--- config.mk ---
export PLATFORM = sky130hd
export DESIGN_NAME = fetch_queue_stage_flat
export DESIGN_NICKNAME = d
export VERILOG_FILES = /design/src/rtl/fetch_pkg.sv /design/src/rtl/fetch_queue_stage_if.sv /design/src/rtl/fetch_fifo.sv /design/src/rtl/fetch_queue_stage.sv /design/src/flat_wrapper.sv
export SDC_FILE = /design/constraint.sdc
export NUM_CORES = 1
export LEC_CHECK = 0
export BUFFER_PORTS_ARGS = -buffer_cell sky130_fd_sc_hd__buf_4
export CAP_MARGIN = 20
export CORE_MARGIN = 1.5
export CORE_UTILIZATION = 45
export CTS_CLUSTER_DIAMETER = 60
export CTS_CLUSTER_SIZE = 20
export DETAILED_ROUTE_END_ITERATION = 7
export SETUP_SLACK_MARGIN = 0.5
export SLEW_MARGIN = 15
export SYNTH_ARGS = -nofsm -noshare
export SYNTH_HDL_FRONTEND = slang
export SYNTH_SLANG_ARGS = --single-unit
--- constraint.sdc ---
create_clock -name clk -period 3.7 [get_ports clk]
set_clock_uncertainty 0.15 [all_clocks]
set_input_delay 0.555 -clock clk [delete_from_list [all_inputs] [get_ports clk]]
set_output_delay 0.555 -clock clk [all_outputs]
set_load 0.01 [all_outputs]
--- src/rtl/fetch_pkg.sv ---
// Shared defaults and the decode-queue entry layout for the fetch queue stage.
package fetch_pkg;

  localparam int unsigned XLEN_DEF     = 32;
  localparam int unsigned ILEN_DEF     = 32;
  localparam int unsigned DEPTH_DEF    = 4;
  localparam int unsigned INCR_DEF     = 4;
  localparam int unsigned RESET_PC_DEF = 0;

  localparam logic [XLEN_DEF-1:0] ZERO_PC    = '0;
  localparam logic [ILEN_DEF-1:0] ZERO_INSTR = '0;

  // One queue slot as seen by decode, at the default widths.
  typedef struct packed {
    logic [ILEN_DEF-1:0] instr;
    logic [XLEN_DEF-1:0] pc;
  } fetch_entry_t;

endpackage

--- src/rtl/fetch_queue_stage_if.sv ---
// Redirect, instruction-memory and decode channels of the fetch queue stage.
interface fetch_queue_stage_if
  import fetch_pkg::*;
#(
  parameter int unsigned XLEN  = XLEN_DEF,
  parameter int unsigned ILEN  = ILEN_DEF,
  parameter int unsigned DEPTH = DEPTH_DEF
);
  localparam int unsigned CW = $clog2(DEPTH + 1);

  logic            redirect;
  logic [XLEN-1:0] redirect_pc;
  logic [XLEN-1:0] redirect_disp;

  logic            imem_req_valid;
  logic [XLEN-1:0] imem_req_addr;
  logic            imem_req_ready;
  logic            imem_rsp_valid;
  logic [ILEN-1:0] imem_rsp_data;

  logic            dec_valid;
  logic            dec_ready;
  logic [ILEN-1:0] dec_instr;
  logic [XLEN-1:0] dec_pc;
  logic [CW-1:0]   occupancy;

  // Fetch stage side.
  modport master (
    input  redirect, redirect_pc, redirect_disp,
    output imem_req_valid, imem_req_addr,
    input  imem_req_ready, imem_rsp_valid, imem_rsp_data,
    output dec_valid,
    input  dec_ready,
    output dec_instr, dec_pc, occupancy
  );

  // Environment side: EX, instruction memory and decode.
  modport slave (
    output redirect, redirect_pc, redirect_disp,
    input  imem_req_valid, imem_req_addr,
    output imem_req_ready, imem_rsp_valid, imem_rsp_data,
    input  dec_valid,
    output dec_ready,
    input  dec_instr, dec_pc, occupancy
  );

endinterface

--- src/rtl/fetch_fifo.sv ---
// Synchronous FIFO; flush empties it and wins over push/pop in the same cycle.
module fetch_fifo #(
  parameter int unsigned WIDTH = 64,
  parameter int unsigned DEPTH = 4
) (
  input  logic                       clk,
  input  logic                       rst,
  input  logic                       push,
  input  logic                       pop,
  input  logic                       flush,
  input  logic [WIDTH-1:0]           wdata,
  output logic                       full,
  output logic                       empty,
  output logic [$clog2(DEPTH+1)-1:0] count,
  output logic [WIDTH-1:0]           head
);
  localparam int unsigned AW = $clog2(DEPTH);
  localparam int unsigned CW = $clog2(DEPTH + 1);

  logic [WIDTH-1:0] mem_q [DEPTH];
  logic [AW-1:0]    rd_ptr_q, rd_ptr_d;
  logic [AW-1:0]    wr_ptr_q, wr_ptr_d;
  logic [CW-1:0]    count_q, count_d;

  // Pointer and count update; DEPTH is a power of two so pointers wrap freely.
  always_comb begin
    rd_ptr_d = rd_ptr_q;
    wr_ptr_d = wr_ptr_q;
    count_d  = count_q;
    if (flush) begin
      rd_ptr_d = '0;
      wr_ptr_d = '0;
      count_d  = '0;
    end else begin
      if (push) wr_ptr_d = wr_ptr_q + AW'(1);
      if (pop)  rd_ptr_d = rd_ptr_q + AW'(1);
      count_d = count_q + CW'(push) - CW'(pop);
    end
  end

  // Control state register.
  always_ff @(posedge clk) begin
    if (rst) begin
      rd_ptr_q <= '0;
      wr_ptr_q <= '0;
      count_q  <= '0;
    end else begin
      rd_ptr_q <= rd_ptr_d;
      wr_ptr_q <= wr_ptr_d;
      count_q  <= count_d;
    end
  end

  // Storage write; slot contents need no reset since count gates visibility.
  always_ff @(posedge clk) begin
    if (push && !flush && !rst) mem_q[wr_ptr_q] <= wdata;
  end

  assign head  = mem_q[rd_ptr_q];
  assign count = count_q;
  assign empty = (count_q == '0);
  assign full  = (count_q == CW'(DEPTH));

endmodule

--- src/rtl/fetch_queue_stage.sv ---
// Fetch stage: owns the PC, issues credit-limited imem requests, queues
// in-order responses for decode, and drops responses made stale by redirects.
module fetch_queue_stage
  import fetch_pkg::*;
#(
  parameter int unsigned    XLEN     = XLEN_DEF,
  parameter int unsigned    ILEN     = ILEN_DEF,
  parameter int unsigned    DEPTH    = DEPTH_DEF,
  parameter logic [XLEN-1:0] INCR     = XLEN'(INCR_DEF),
  parameter logic [XLEN-1:0] RESET_PC = XLEN'(RESET_PC_DEF)
) (
  input logic                 clk,
  input logic                 rst,
  fetch_queue_stage_if.master bus
);
  localparam int unsigned CW = $clog2(DEPTH + 1);
  localparam int unsigned KW = CW + 1;
  localparam int unsigned EW = ILEN + XLEN;

  typedef struct packed {
    logic [ILEN-1:0] instr;
    logic [XLEN-1:0] pc;
  } entry_t;

  logic [XLEN-1:0] pc_q, pc_d;
  logic [XLEN-1:0] rsp_pc_q, rsp_pc_d;
  logic [KW-1:0]   live_q, live_d;
  logic [KW-1:0]   drop_q, drop_d;

  logic [XLEN-1:0] target;
  logic [KW:0]     credit_sum;
  logic            req_fire;
  logic            push;
  logic            pop;
  logic            fifo_full;
  logic            fifo_empty;
  logic [CW-1:0]   fifo_count;
  logic [EW-1:0]   fifo_head;
  entry_t          wr_entry;
  entry_t          head_entry;

  assign target = bus.redirect_pc + bus.redirect_disp;

  // Credit: queued entries plus live in-flight requests never exceed DEPTH.
  assign credit_sum         = (KW+1)'(fifo_count) + (KW+1)'(live_q);
  assign bus.imem_req_valid = !rst && (credit_sum < (KW+1)'(DEPTH));
  assign bus.imem_req_addr  = pc_q;
  assign req_fire           = bus.imem_req_valid && bus.imem_req_ready;

  // A response is pushed only when nothing stale is still owed and no redirect is underway.
  assign push = bus.imem_rsp_valid && !bus.redirect && (drop_q == '0) && (!fifo_full || pop);

  assign bus.dec_valid = !fifo_empty && !bus.redirect;
  assign pop           = bus.dec_valid && bus.dec_ready;

  assign wr_entry   = '{instr: bus.imem_rsp_data, pc: rsp_pc_q};
  assign head_entry = entry_t'(fifo_head);

  assign bus.dec_instr = fifo_empty ? '0 : head_entry.instr;
  assign bus.dec_pc    = fifo_empty ? '0 : head_entry.pc;
  assign bus.occupancy = fifo_count;

  // Next-state for PC tracking and the live/stale request counters.
  always_comb begin
    pc_d     = pc_q;
    rsp_pc_d = rsp_pc_q;
    live_d   = live_q;
    drop_d   = drop_q;
    if (bus.redirect) begin
      // Everything outstanding, including a request leaving now, becomes stale;
      // a response arriving now retires one of those.
      pc_d     = target;
      rsp_pc_d = target;
      live_d   = '0;
      drop_d   = drop_q + live_q + KW'(req_fire) - KW'(bus.imem_rsp_valid);
    end else begin
      if (req_fire) pc_d = pc_q + INCR;
      if (push) rsp_pc_d = rsp_pc_q + INCR;
      if (bus.imem_rsp_valid && (drop_q != '0)) drop_d = drop_q - KW'(1);
      live_d = live_q + KW'(req_fire) - KW'(push);
    end
  end

  // State register.
  always_ff @(posedge clk) begin
    if (rst) begin
      pc_q     <= RESET_PC;
      rsp_pc_q <= RESET_PC;
      live_q   <= '0;
      drop_q   <= '0;
    end else begin
      pc_q     <= pc_d;
      rsp_pc_q <= rsp_pc_d;
      live_q   <= live_d;
      drop_q   <= drop_d;
    end
  end

  fetch_fifo #(
    .WIDTH (EW),
    .DEPTH (DEPTH)
  ) u_fifo (
    .clk   (clk),
    .rst   (rst),
    .push  (push),
    .pop   (pop),
    .flush (bus.redirect),
    .wdata (EW'(wr_entry)),
    .full  (fifo_full),
    .empty (fifo_empty),
    .count (fifo_count),
    .head  (fifo_head)
  );

endmodule

--- src/flat_wrapper.sv ---
// flat-port wrapper written by rule: the top's interface ports become plain ports
module fetch_queue_stage_flat import fetch_pkg::*;
#(
  parameter int unsigned    XLEN     = XLEN_DEF,
  parameter int unsigned    ILEN     = ILEN_DEF,
  parameter int unsigned    DEPTH    = DEPTH_DEF,
  parameter logic [XLEN-1:0] INCR     = XLEN'(INCR_DEF),
  parameter logic [XLEN-1:0] RESET_PC = XLEN'(RESET_PC_DEF)
)
  (clk, rst, bus_redirect, bus_redirect_pc, bus_redirect_disp, bus_imem_req_valid, bus_imem_req_addr, bus_imem_req_ready, bus_imem_rsp_valid, bus_imem_rsp_data, bus_dec_valid, bus_dec_ready, bus_dec_instr, bus_dec_pc, bus_occupancy);
  fetch_queue_stage_if #(.XLEN(XLEN), .ILEN(ILEN), .DEPTH(DEPTH)) bus_i ();
  input logic clk;
  input logic rst;
  input wire logic [$bits(bus_i.redirect)-1:0] bus_redirect;
  input wire logic [$bits(bus_i.redirect_pc)-1:0] bus_redirect_pc;
  input wire logic [$bits(bus_i.redirect_disp)-1:0] bus_redirect_disp;
  output wire logic [$bits(bus_i.imem_req_valid)-1:0] bus_imem_req_valid;
  output wire logic [$bits(bus_i.imem_req_addr)-1:0] bus_imem_req_addr;
  input wire logic [$bits(bus_i.imem_req_ready)-1:0] bus_imem_req_ready;
  input wire logic [$bits(bus_i.imem_rsp_valid)-1:0] bus_imem_rsp_valid;
  input wire logic [$bits(bus_i.imem_rsp_data)-1:0] bus_imem_rsp_data;
  output wire logic [$bits(bus_i.dec_valid)-1:0] bus_dec_valid;
  input wire logic [$bits(bus_i.dec_ready)-1:0] bus_dec_ready;
  output wire logic [$bits(bus_i.dec_instr)-1:0] bus_dec_instr;
  output wire logic [$bits(bus_i.dec_pc)-1:0] bus_dec_pc;
  output wire logic [$bits(bus_i.occupancy)-1:0] bus_occupancy;
  assign bus_i.redirect = bus_redirect;
  assign bus_i.redirect_pc = bus_redirect_pc;
  assign bus_i.redirect_disp = bus_redirect_disp;
  assign bus_imem_req_valid = bus_i.imem_req_valid;
  assign bus_imem_req_addr = bus_i.imem_req_addr;
  assign bus_i.imem_req_ready = bus_imem_req_ready;
  assign bus_i.imem_rsp_valid = bus_imem_rsp_valid;
  assign bus_i.imem_rsp_data = bus_imem_rsp_data;
  assign bus_dec_valid = bus_i.dec_valid;
  assign bus_i.dec_ready = bus_dec_ready;
  assign bus_dec_instr = bus_i.dec_instr;
  assign bus_dec_pc = bus_i.dec_pc;
  assign bus_occupancy = bus_i.occupancy;
  fetch_queue_stage #(.XLEN(XLEN), .ILEN(ILEN), .DEPTH(DEPTH), .INCR(INCR), .RESET_PC(RESET_PC)) u_core (.clk(clk), .rst(rst), .bus(bus_i));
endmodule
After elaboration in Yosys (flattened, before gate mapping) --
Memory sizes are Yosys's and may differ from the RTL's. A register that Yosys moved wholly into a read port is not among the register bits. Index checks and enable logic that the tools add are counted.
Word-level totals: output and inout port bits 101, register bits 79, bits of input ports 102, RAM bits 256, memories kept 1
Memory list:
- u_core.u_fifo.mem_q | words 4, bits a word 64, read ports 1, clocked after memory_dff 1, write ports 1, line fetch_fifo.sv:20 | logic [WIDTH-1:0] mem_q [DEPTH];
Operators by class: $lt $le $gt $ge 1, $add $sub $neg 14, reduce and logical (&&, ||, !) cells 22, equality and inequality tests 1, multiplexer cells 12
Operators by type and width (count):
- two-way mux 32 bit | 6
- adder 32 x 3 -> 32 bit (second input constant) | 2
- adder 32 bit | 1
- logical AND 1 bit | 10
- adder 4 x 1 -> 4 bit | 2
- two-way mux 4 bit | 2
- subtractor 4 x 1 -> 4 bit | 2
- nonzero test 2 bit | 3
- adder 3 x 4 -> 5 bit | 1
- less-than comparator 5 x 3 -> 1 bit (second input constant) | 1
- adder 2 x 1 -> 2 bit (second input constant) | 2
- adder 4 bit | 1
- logical NOT 1 bit | 4
- logical NOT 4 bit | 1
- two-way mux 2 bit | 2
- nonzero test 4 bit | 1
- subtractor 4 x 1 -> 4 bit (second input constant) | 1
- adder 3 x 1 -> 3 bit | 1
- equality test 3 bit (second input constant) | 1
- logical NOT 3 bit | 1
- subtractor 3 x 1 -> 3 bit | 1
- two-way mux 1 bit | 2
- OR reduction 2 bit | 1
- logical OR 1 bit | 1

Depth between registers and ports, before layout --
Gate-level depths: netlist of run 1.
depth in word-level cells 10, depth in mapped cells 14, depth with buffers taken out 12

Cells and area by module --
A second synthesis of run 1 with hierarchy kept.
Second synthesis, totals: cell total of the unflattened synthesis 1233, area, all modules 16198.0 sq um
By module, submodules not included:
- fetch_fifo | seq. area each 7867.5 sq um, instances 1, area an instance 9763.1 sq um, cells an instance 379
- fetch_queue_stage | seq. area each 1441.4 sq um, instances 1, area an instance 6434.9 sq um, cells an instance 854

Least setup slack after synthesis of run 1 --
Ideal clock, no wire load.
kind register to register, start point register u_core.drop_q[0], end point memory u_core.u_fifo.mem_q[0][0], enable pin, data required time 3121 ps, setup slack 317 ps, buffers on the path 1, arrival time 2804 ps, cell stages (with the launch flop) 8, period minus slack after synthesis 3383 ps, cell sequence dfxtp_1 inv_1 ha_1 nor3b_1 nand4_1 buf_2 nor2_1 and2_1
Between the ends: longest elaborated chain between the ends 7
RTL lines:
- start: declaration | line fetch_queue_stage.sv:28 | logic [KW-1:0] drop_q, drop_d;
- start signal: assignment | line fetch_queue_stage.sv:95 | drop_q <= drop_d;
- logical NOT 4 bit | line fetch_queue_stage.sv:51 | assign push = bus.imem_rsp_valid && !bus.redirect && (drop_q == '0) && (!fifo_full || pop);
- logical AND 1 bit (2 in series) | line fetch_queue_stage.sv:51
- logical AND 1 bit (2 in series) | line fetch_fifo.sv:56 | if (push && !flush && !rst) mem_q[wr_ptr_q] <= wdata;
- two-way mux 1 bit | line fetch_fifo.sv:56
- two-way mux 1 bit (implied by the code) | line fetch_fifo.sv:56
- end: declaration | line fetch_fifo.sv:20
Every way passes these cells.

Worst setup path after layout of run 1 --
start point register u_core.u_fifo.count_q[2], in the netlist u_core.u_fifo.count[2], end point register u_core.drop_q[3]
Between the ends: longest elaborated chain between the ends 7
RTL lines:
- start: declaration | line fetch_fifo.sv:23 | logic [CW-1:0] count_q, count_d;
- start signal: assignment | line fetch_fifo.sv:50 | count_q <= count_d;
- adder 3 x 4 -> 5 bit | line fetch_queue_stage.sv:45 | assign credit_sum = (KW+1)'(fifo_count) + (KW+1)'(live_q);
- less-than comparator 5 x 3 -> 1 bit | line fetch_queue_stage.sv:46 | assign bus.imem_req_valid = !rst && (credit_sum < (KW+1)'(DEPTH));
- logical AND 1 bit | line fetch_queue_stage.sv:46
- logical AND 1 bit | line fetch_queue_stage.sv:48 | assign req_fire = bus.imem_req_valid && bus.imem_req_ready;
- adder 4 x 1 -> 4 bit | line fetch_queue_stage.sv:75 | drop_d = drop_q + live_q + KW'(req_fire) - KW'(bus.imem_rsp_valid);
- subtractor 4 x 1 -> 4 bit | line fetch_queue_stage.sv:75
- two-way mux 4 bit | line fetch_queue_stage.sv:69 | if (bus.redirect) begin
Every way passes these cells. A chain may end at the register's enable or synchronous reset.

==> results.toml, run 1 <==
[run_status]
status = "complete, no violations"

[power]
p_int_uw = 6380
p_per_area_mw_per_mm2 = 457
clockPowerShare_pct = 34.1
power_switching_uw = 2280
total_leakage_power_uw = 0.00680
worst_ir_drop_vdd_mv = 0.395
combinationalPowerShare_pct = 15.1
switching_share_pct = 26.3
seq_power_share_pct = 50.7

[finish]
final_common_cell = "edfxtp_1"
syn_to_final_growth_pct = 19.1
fin_nets = 1560
final_cell_mix = "edfxtp_1 (256), buf_4 (221), dfxtp_1 (78)"
final_core_util_pct = 54.6
drive_gt1_share_pct = 26.2
diodes = 0
fillers = 2982

[route]
firstDrtPassIters = 5
ant_nets = 0
dr_wl_met2_mm = 16.6
m1WireLength_mm = 17.1
drc_errors = 0
met3_length_mm = 2.12
drt_iter0_markers = 603
vias = 10316
routed.top_layer = "met4"
drt_wl_total_mm = 36.3
post_drt_via_cell_ratio = 5.50
routedWlPerCell_um = 19.3

[global_route]
grt_max_degree = 65
gr-total-overflow = 0
grt_pass1_wl_mm = 56.6
grtUsageTotal_pct = 19.9
antenna_found_initial = 0
grt_pass1_vias = 10176

[critical_path]
crit_type = "flip-flop to flip-flop"
worstPathRequired_ns = 3.96
cp_slowest_stage_delay_ns = 0.59
crit_arrival_ns = 3.36
crit_chain = "ha_1, or4_4, or4b_4, clkinvlp_4, fa_1, a21o_1, a21oi_1, xnor2_1, a22oi_1, xor2_1, nor2_1"
critical_path.slowest_cell = "or4b_4"
cp_max_fo = 6
worstSetupEndpointType = "flip-flop"
worst_setup_path_start_kind = "flip-flop"
reg2reg_depth = 11

[timing]
fin_crit_sh_pct = 83.6
max_freq_mhz = 323
drv_slew = 0
slew-limit-headroom_pct = 33.2
tightest_slew_ns = 1.00
setup_tns_ns = 0
grt_setup_unrepaired = "true"
setup-violations-final = 0
period_needed_ns = 3.09
hold_viol = 0

[clock_network]
cts_max_level = 1
cts_buffers = 27
cts_buffer_depth = 3
clk_latency_ns = 0.54
cts_tree = "done"
cts_root_buf = "clkbuf_16"
hold_buffers = 0
clkSinkCount = 337
cts.clk_slew.worst_paths_ns = 0.08

[synthesis]
ys.flop_type = "edfxtp_1"
synth_edf_count = 256
synth_nets = 1361
yosys_warnings = 0
ys_ff_latch = 337
synth_area_per_cell_um2 = 13.2
ys_async_sr_fraction_pct = 0
yosysUniqueCellTypes = 68
yosysSeqAreaShare_pct = 58.5
synthCells = 1202
synth_area_mm2 = 0.0159

[die]
core-area_mm2 = 0.0347
ioPinCount = 203
rows = 68
die_h_um = 191
start_util_pct = 45.8
die_area_mm2 = 0.0365
fp.dieW_um = 191

[run]
drv_cap = 0

[placed_design]
place_hpwl_mm = 24.2
gp_congestion = 0.869
port_buffers = 202

[hold_path]
hold_depth = 1
min_path_type = "input port to flip-flop"
layout make-up:
| class | instances | area [µm²] | area share [%] |
|---|---|---|---|
| Multi-Input combinational cell | 777 | 6290 | 33.2 |
| Clock buffer | 28 | 679 | 3.59 |
| Sequential cell | 337 | 9320 | 49.2 |
| Tap cell | 455 | 569 | 3.00 |
| Timing Repair Buffer | 225 | 1740 | 9.18 |
| Clock inverter | 20 | 229 | 1.21 |
| Inverter | 33 | 128 | 0.674 |
Yosys cell counts, drive strengths merged, types with 4 or more instances:
master | instances | area (µm²)
a211oi | 25 | 188
a21boi | 7 | 52.6
a21o | 17 | 128
a21oi | 59 | 295
a221oi | 4 | 35.0
a31oi | 10 | 62.6
and2 | 11 | 68.8
and3 | 22 | 138
and4 | 7 | 61.3
buf | 11 | 47.6
clkbuf | 44 | 165
dfxtp | 81 | 1620
edfxtp | 256 | 7690
fa | 5 | 100
ha | 52 | 651
inv | 32 | 120
mux4 | 64 | 1440
nand2 | 76 | 285
nand2b | 8 | 50.1
nand3 | 38 | 195
nand4 | 28 | 175
nor2 | 62 | 233
nor2b | 66 | 413
nor3 | 23 | 141
nor4 | 12 | 103
o211ai | 13 | 97.6
o21a | 5 | 37.5
o21ai | 26 | 130
o21bai | 4 | 30.0
o221a | 4 | 45.0
or2 | 6 | 37.5
or3 | 9 | 56.3
xnor2 | 40 | 350
xor2 | 30 | 263
metrics by stage:
step           instance area, µm²  hold WS (ns)  std cells  total power, µW  worst slack [ns]
5_1_grt                     18900        0.0384       1875             9050             0.464
6_report                    18900        0.0592       1875             8660             0.608
3_5_place_dp                18000         0.314       1821             5780             0.264
3_3_place_gp                18000         0.312       1821             5760             0.329
2_1_floorplan               15900         0.310       1202             5260             0.544
4_1_cts                     18900        0.0276       1873             8760             0.490
cells by family after synthesis:
logic type               Yosys count  share of synthesized area [%]
AO/OA/AOI/OAI                    200                           8.36
adder cells (fa/ha/maj)           57                           4.72
AND/OR/NAND/NOR                  380                           13.0
buffers and inverters             88                           2.12
flip-flops                       337                           58.5
XOR/XNOR                          70                           3.85
multiplexers                      70                           9.46
critical path, delay by kind of cell, from the launching register on:
kind	cells	cell delay, ns
XOR/XNOR	2	0.30
flip-flops	1	0.35
AO/OA/AOI/OAI	3	0.37
buffers and inverters	1	0.14
AND/OR/NAND/NOR	3	1.15
adder cells (fa/ha/maj)	2	0.50
power by group through the flow:
stage	clock network [µW]	registers (µW)	logic, µW
finish	2950	4390	1310
global route	3170	4420	1460
CTS	3040	4390	1320
detailed placement	0	4480	1300
global placement	0	4470	1290
floorplan	0	4440	825
sequential cells by signal (all words and copies together) (netlist names), named ones only:
register / cells
u_core.u_fifo.mem_q: 256
u_core.bus.imem_req_addr: 32
u_core.rsp_pc_q: 32
u_core.drop_q: 4
u_core.live_q: 4
u_core.u_fifo.count: 3
u_core.u_fifo.rd_ptr_q: 2
u_core.u_fifo.wr_ptr_q: 2
worst paths after layout:
path                                                 start                                        to  slack (ns)
setup reg to reg         u_core.u_fifo.count[2]$_SDFF_PP0_             u_core.drop_q[3]$_SDFFE_PP0P_        0.61
setup / recovery         u_core.u_fifo.count[2]$_SDFF_PP0_             u_core.drop_q[3]$_SDFFE_PP0P_        0.61
hold reg to reg   u_core.bus.imem_req_addr[0]$_SDFFE_PP0P_  u_core.bus.imem_req_addr[0]$_SDFFE_PP0P_        0.32
hold / removal                        bus_imem_rsp_data[8]      u_core.u_fifo.mem_q[2][40]$_DFFE_PP_        0.06
routing by layer:
metal | up-vias | track usage, %
li1 | 4993 | -
met1 | 4970 | 28.9
met2 | 319 | 32.0
met3 | 34 | 2.64
met4 | 0 | 4.18
met5 | - | 0
what timing repair did:
item | in CTS | in global routing
pin swaps | 1 | 2
buffers inserted | 4 | 2
resized for setup | 1 | 1
endpoints found under the setup margin | 22 | 250
(Power assumes the default switching activity.)
==> inputs of run 2 (changes only) <==
Clock period 3.7 ns to 3.1 ns, I/O delays scaled along.
==> run 2 against run 1 <==
Non-clock buffer count up 94. First-iteration DRC count up 9.1%. Core utilization up 6.1 points. Sequential share of layout area down 4.9 points. Clock-buffer cell count unchanged. Critical path type unchanged. Critical endpoint unchanged.
==> results.toml, run 2 (synthesis results as in run 1) <==
[run_status]
status = "complete, no violations"

[placed_design]
place_hpwl_mm = 24.2
gp_congestion = 0.860
post-place-cells = 1839
port_buffers = 202
place_ws_ns = -0.0833

[global_route]
grtUsageTotal_pct = 21.8
antenna_found_initial = 0
grt_max_degree = 65
gr-total-overflow = 0
grt_pass1_wl_mm = 61.0
grt_pass1_vias = 10610

[critical_path]
critical_path.slowest_cell = "or4b_4"
critical-path-top-delay-family = "simple AND/OR/NAND/NOR gates"
cp_max_fo = 5
crit_arrival_ns = 3.07
worstSetupEndpointType = "flip-flop"
worstPathRequired_ns = 3.36
worst_setup_path_start_kind = "flip-flop"
cp_slowest_stage_delay_ns = 0.57
path_buf_inv = 1
crit_chain = "ha_4, or4_4, or4b_4, clkinv_4, fa_2, a21o_1, a21oi_2, xnor2_1, a22oi_1, xor2_1, nor2_1"
crit_type = "flip-flop to flip-flop"

[die]
fp.dieW_um = 191
rows = 68
start_util_pct = 45.8
ioPinCount = 203
die_area_mm2 = 0.0365
die_h_um = 191
core-area_mm2 = 0.0347

[timing]
period_needed_ns = 2.82
hold_viol = 0
fin_crit_sh_pct = 90.9
drv_slew = 0
setup_slack_ns = 0.281
max_freq_mhz = 355
tightest_slew_ns = 0.530
setup-violations-final = 0
slew-limit-headroom_pct = 64.7
grt_setup_unrepaired = "true"

[route]
drc_errors = 0
firstDrtPassIters = 5
routedWlPerCell_um = 20.8
post_drt_via_cell_ratio = 5.55
ant_nets = 0
vias = 10978
drt_wl_total_mm = 41.1
drt_iter0_markers = 658

[power]
combinationalPowerShare_pct = 18.9
switching_share_pct = 26.7
clockPowerShare_pct = 31.3
power_switching_uw = 2810
p_per_area_mw_per_mm2 = 501
seq_power_share_pct = 49.8
total_leakage_power_uw = 0.00773
p_int_uw = 7740
worst_ir_drop_vdd_mv = 0.334

[finish]
finalNonFillerCells = 1977
syn_to_final_growth_pct = 32.4
top_register = "u_core.u_fifo.mem_q"
final_common_cell = "edfxtp_1"
diodes = 0
drive_gt1_share_pct = 35.5
largest_register_ffs = 256
fin_nets = 1664
final_cell_mix = "edfxtp_1 (256), buf_4 (195), nand2_1 (75)"

[clock_network]
cts_root_buf = "clkbuf_16"
clk_latency_ns = 0.53
cts_buffers = 25
cts_tree = "done"
cts_max_level = 1
cts.clk_slew.worst_paths_ns = 0.07
clkSinkCount = 337
cts_buffer_depth = 3

[run]
drv_cap = 0

[hold_path]
min_path_type = "input port to flip-flop"
run 2: cell type report:
cell class / count / area (µm²)
Timing Repair Buffer: 319 / 3150
Fill cell: 2726 / 13600
Clock inverter: 16 / 188
Clock buffer: 28 / 637
Tap cell: 455 / 569
Multi-Input combinational cell: 789 / 7050
Inverter: 33 / 141
Sequential cell: 337 / 9330
run 2: final timing paths:
check                                           start                                   endpoint  slack [ns]  cells after the start
max                       u_core.live_q[2]$_SDFF_PP0_              u_core.drop_q[3]$_SDFFE_PP0P_        0.28                     11
min                             bus_redirect_disp[31]  u_core.bus.imem_req_addr[31]$_SDFFE_PP0N_        0.20                      4
max reg2reg               u_core.live_q[2]$_SDFF_PP0_              u_core.drop_q[3]$_SDFFE_PP0P_        0.28                     11
min reg2reg  u_core.bus.imem_req_addr[0]$_SDFFE_PP0P_   u_core.bus.imem_req_addr[0]$_SDFFE_PP0P_        0.31                      2
run 2: what timing repair did:
item,CTS,global route
cloned,19,4
hold buffers,32,0
pin swaps,13,33
setup endpoints to repair,354,367
setup buffers,20,19
gates resized for setup,74,161
hold endpoints to repair,128,0
run 2: power groups by stage:
| stage | logic, µW | clock network, µW | registers [µW] |
|---|---|---|---|
| 5_1_grt | 2190 | 3540 | 5280 |
| 3_3_place_gp | 1610 | 0 | 5340 |
| 2_1_floorplan | 1040 | 0 | 5300 |
| 6_report | 2000 | 3300 | 5250 |
| 3_5_place_dp | 1630 | 0 | 5340 |
| 4_1_cts | 1770 | 3380 | 5240 |
run 2: layer usage:
layer  track usage (%)  share of wire [%]  vias to the layer above
li1                  -                  -                     5217
met1              31.5                 46                     5383
met2              35.4                 47                      343
met3              2.88                5.7                       35
met4              3.94                1.2                        0
met5                 0                  0                        -
run 2: tightest hold or removal path, cell delays in order:
cell and delay (ns):
buf_4 0.08, xor2_1 0.07, nand4_1 0.12, o211ai_1 0.09
run 2: through the flow:
stage	area [µm²]	power [µW]	util, %	setup TNS [ns]	hold slack (ns)
6_report	21100	10500	60.7	0	0.204
5_1_grt	21100	11000	60.7	0	0.251
4_1_cts	20200	10400	58.1	0	0.181
3_5_place_dp	18300	6980	52.6	-0.491	0.301
3_3_place_gp	18300	6950	52.6	-0.222	0.298
2_1_floorplan	16100	6340	-	0	0.310
==> inputs of run 3 (changes only) <==
Settings changed: SYNTH_HIERARCHICAL set to 1.
==> run 3 against run 2 <==
Flip-flop and latch count did not move. Global-route usage shrank 1.3 points. Register-to-register slack better by 0.23 ns. Synthesized cell count grew 2.6%. Clock-buffer cell count up 6. Power decreased by 2.6%. Cell area decreased by 4.4%. Critical path type is now flip-flop to output port. Highest routed layer unchanged.
==> results.toml, run 3 <==
[timing]
grt_setup_unrepaired = "true"
drv_slew = 0
hold_viol = 0
period_needed_ns = 2.73
slew-limit-headroom_pct = 60.2
setup-violations-final = 0
fin_crit_sh_pct = 88.0
tightest_slew_ns = 0.595
setup_tns_ns = 0
max_freq_mhz = 366

[die]
rows = 69
fp.dieW_um = 193
start_util_pct = 45.7
core-area_mm2 = 0.0355
ioPinCount = 203
die_area_mm2 = 0.0371
die_h_um = 193

[clock_network]
cts_max_level = 1
clkSinkCount = 337
clk_latency_ns = 0.53
cts_buffer_depth = 3
cts.clk_slew.worst_paths_ns = 0.08
cts_tree = "done"
cts_root_buf = "clkbuf_16"
cts_buffers = 24

[synthesis]
yosys-top-cells-count = "edfxtp_1 (256), a21oi_1 (97), nand2_1 (82)"
yosysSeqAreaShare_pct = 57.5
yosys_warnings = 6
synth.most_common_cell = "edfxtp_1"
synth_area_per_cell_um2 = 13.1
synth_area_leader_cell = "edfxtp_1"
ys.flop_type = "edfxtp_1"
synth_edf_count = 256
ys_ff_latch = 337
synth_top_area_share_pct = 47.5
synth_area_mm2 = 0.0162
ys_async_sr_fraction_pct = 0
synth.area.top_cells = "edfxtp_1 (47%), dfxtp_1 (10%), mux4_2 (8.3%)"
synth_nets = 1392
synthCells = 1233
yosysUniqueCellTypes = 80

[finish]
final_common_cell = "edfxtp_1"
design_area_mm2 = 0.0201
syn_to_final_growth_pct = 24.3
finalNonFillerCells = 1979
final_core_util_pct = 56.8
drive_gt1_share_pct = 28.1
fin_nets = 1659
largest_register_ffs = 256
diodes = 0
top_register = "u_core/u_fifo/mem_q"
final_cell_mix = "edfxtp_1 (256), buf_4 (237), a21oi_1 (95)"

[critical_path]
path_buf_inv = 3
worstSetupEndpointType = "output port"
worst_setup_path_start_kind = "flip-flop"
crit_type = "flip-flop to output port"
cp_slowest_stage_delay_ns = 0.54
crit_arrival_ns = 2.11
crit_chain = "buf_6, buf_16, mux4_2, nor2b_1, buf_4"
worstPathRequired_ns = 2.48
cp_max_fo = 7
critical-path-top-delay-family = "multiplexers"
critical_path.slowest_cell = "mux4_2"

[run_status]
status = "complete, no violations"

[route]
vias = 10819
routedWlPerCell_um = 19.2
ant_nets = 0
firstDrtPassIters = 5
drc_errors = 0
post_drt_via_cell_ratio = 5.47
drt_wl_total_mm = 37.9
drt_iter0_markers = 561

[global_route]
antenna_found_initial = 0
grt_pass1_wl_mm = 58.7
grt_max_degree = 65
grt_pass1_vias = 10717
grtUsageTotal_pct = 20.4
gr-total-overflow = 0

[power]
total_leakage_power_uw = 0.00738
p_per_area_mw_per_mm2 = 510
worst_ir_drop_vdd_mv = 0.382

[run]
drv_cap = 0

[placed_design]
gp_congestion = 0.822
place_hpwl_mm = 24.7
post-place-cells = 1869
placed_area_mm2 = 0.0183
port_buffers = 202

[hold_path]
min_path_type = "input port to flip-flop"
[run 3: cell types whose count changed after synthesis, sizes merged, moves of 7 or more]
cell,change
a21oi,+38
buf,+12
clkbuf,-11
inv,+7
nand3,-12
nand4,-7
nor2,+16
nor4,-9
o21a,+11
o21bai,+7
[run 3: through the flow]
stage,total power [µW],setup slack [ns],hold slack [ns]
after detailed placement,6930,0.0761,0.307
after global routing,10800,0.301,0.0749
final,10300,0.371,0.0783
after CTS,10300,0.323,0.0548
after floorplan,6300,0.316,0.310
after global placement,6900,0.0974,0.300
[run 3: final cells by class]
class                   count  area, µm²
fillers                  2944      15300
flip-flops and latches    337       9330
multi-input cells         800       6520
repair buffers            297       2730
clock buffers              34        679
well taps                 461        577
inverters                  40        156
clock inverters            10        148
[run 3: worst register-to-register path, cell delays in order, from the launching register on]
cell,delay [ns]
dfxtp_4,0.38
ha_4,0.16
nor4_4,0.34
nand4_4,0.19
buf_4,0.18
ha_4,0.25
inv_1,0.03
ha_1,0.21
fa_1,0.40
xnor2_1,0.14
nor2_1,0.05
[run 3: layer usage]
metal  track usage, %  wire [µm]  vias to the layer above
li1                 -          -                     5195
met1             27.8      16900                     5326
met2             34.4      18100                      258
met3             3.07       2180                       40
met4             5.01        638                        0
met5                0          0                        -
[run 3: path summary, 6_finish.rpt]
path | cells past startpoint | startpoint | slack, ns | endpoint
worst max-delay path | 5 | flip-flop | 0.37 | bus_dec_pc[8]
worst min-delay path | 2 | rst | 0.08 | u_core/bus.imem_req_addr[5]$_SDFFE_PP0N_
worst max register to register | 10 | u_core/u_fifo/count[2]$_SDFF_PP0_ | 0.51 | u_core/live_q[2]$_SDFF_PP0_
worst min register to register | 2 | u_core/bus.imem_req_addr[1]$_SDFFE_PP0P_ | 0.32 | u_core/bus.imem_req_addr[1]$_SDFFE_PP0P_
[run 3: logic make-up (layout without fill, tap and decap cells)]
logic type	after synthesis	count (layout)	share of synthesized area (%)
compound gates	250	250	10.3
xor+xnor	63	63	3.50
mux	71	71	9.46
flops	337	337	57.5
buf+inv	96	381	2.97
fa+ha+maj	57	57	4.63
simple gates	359	359	11.6
[run 3: report_power, final]
part / switching (µW) / internal [µW] / leakage, µW
registers: 179 / 5010 / 0.00300
clock network: 1570 / 1750 / 0.000396
logic: 923 / 847 / 0.00398
total: 2670 / 7600 / 0.00738
[run 3: what timing repair did]
action / 4_1_cts / 5_1_grt
cloned: 9 / 0
hold buffers: 32 / 0
endpoints found under the hold margin: 128 / 0
resized for setup: 31 / 39
buffers inserted: 18 / 7
setup endpoints to repair: 230 / 169
pin swaps: 4 / 12
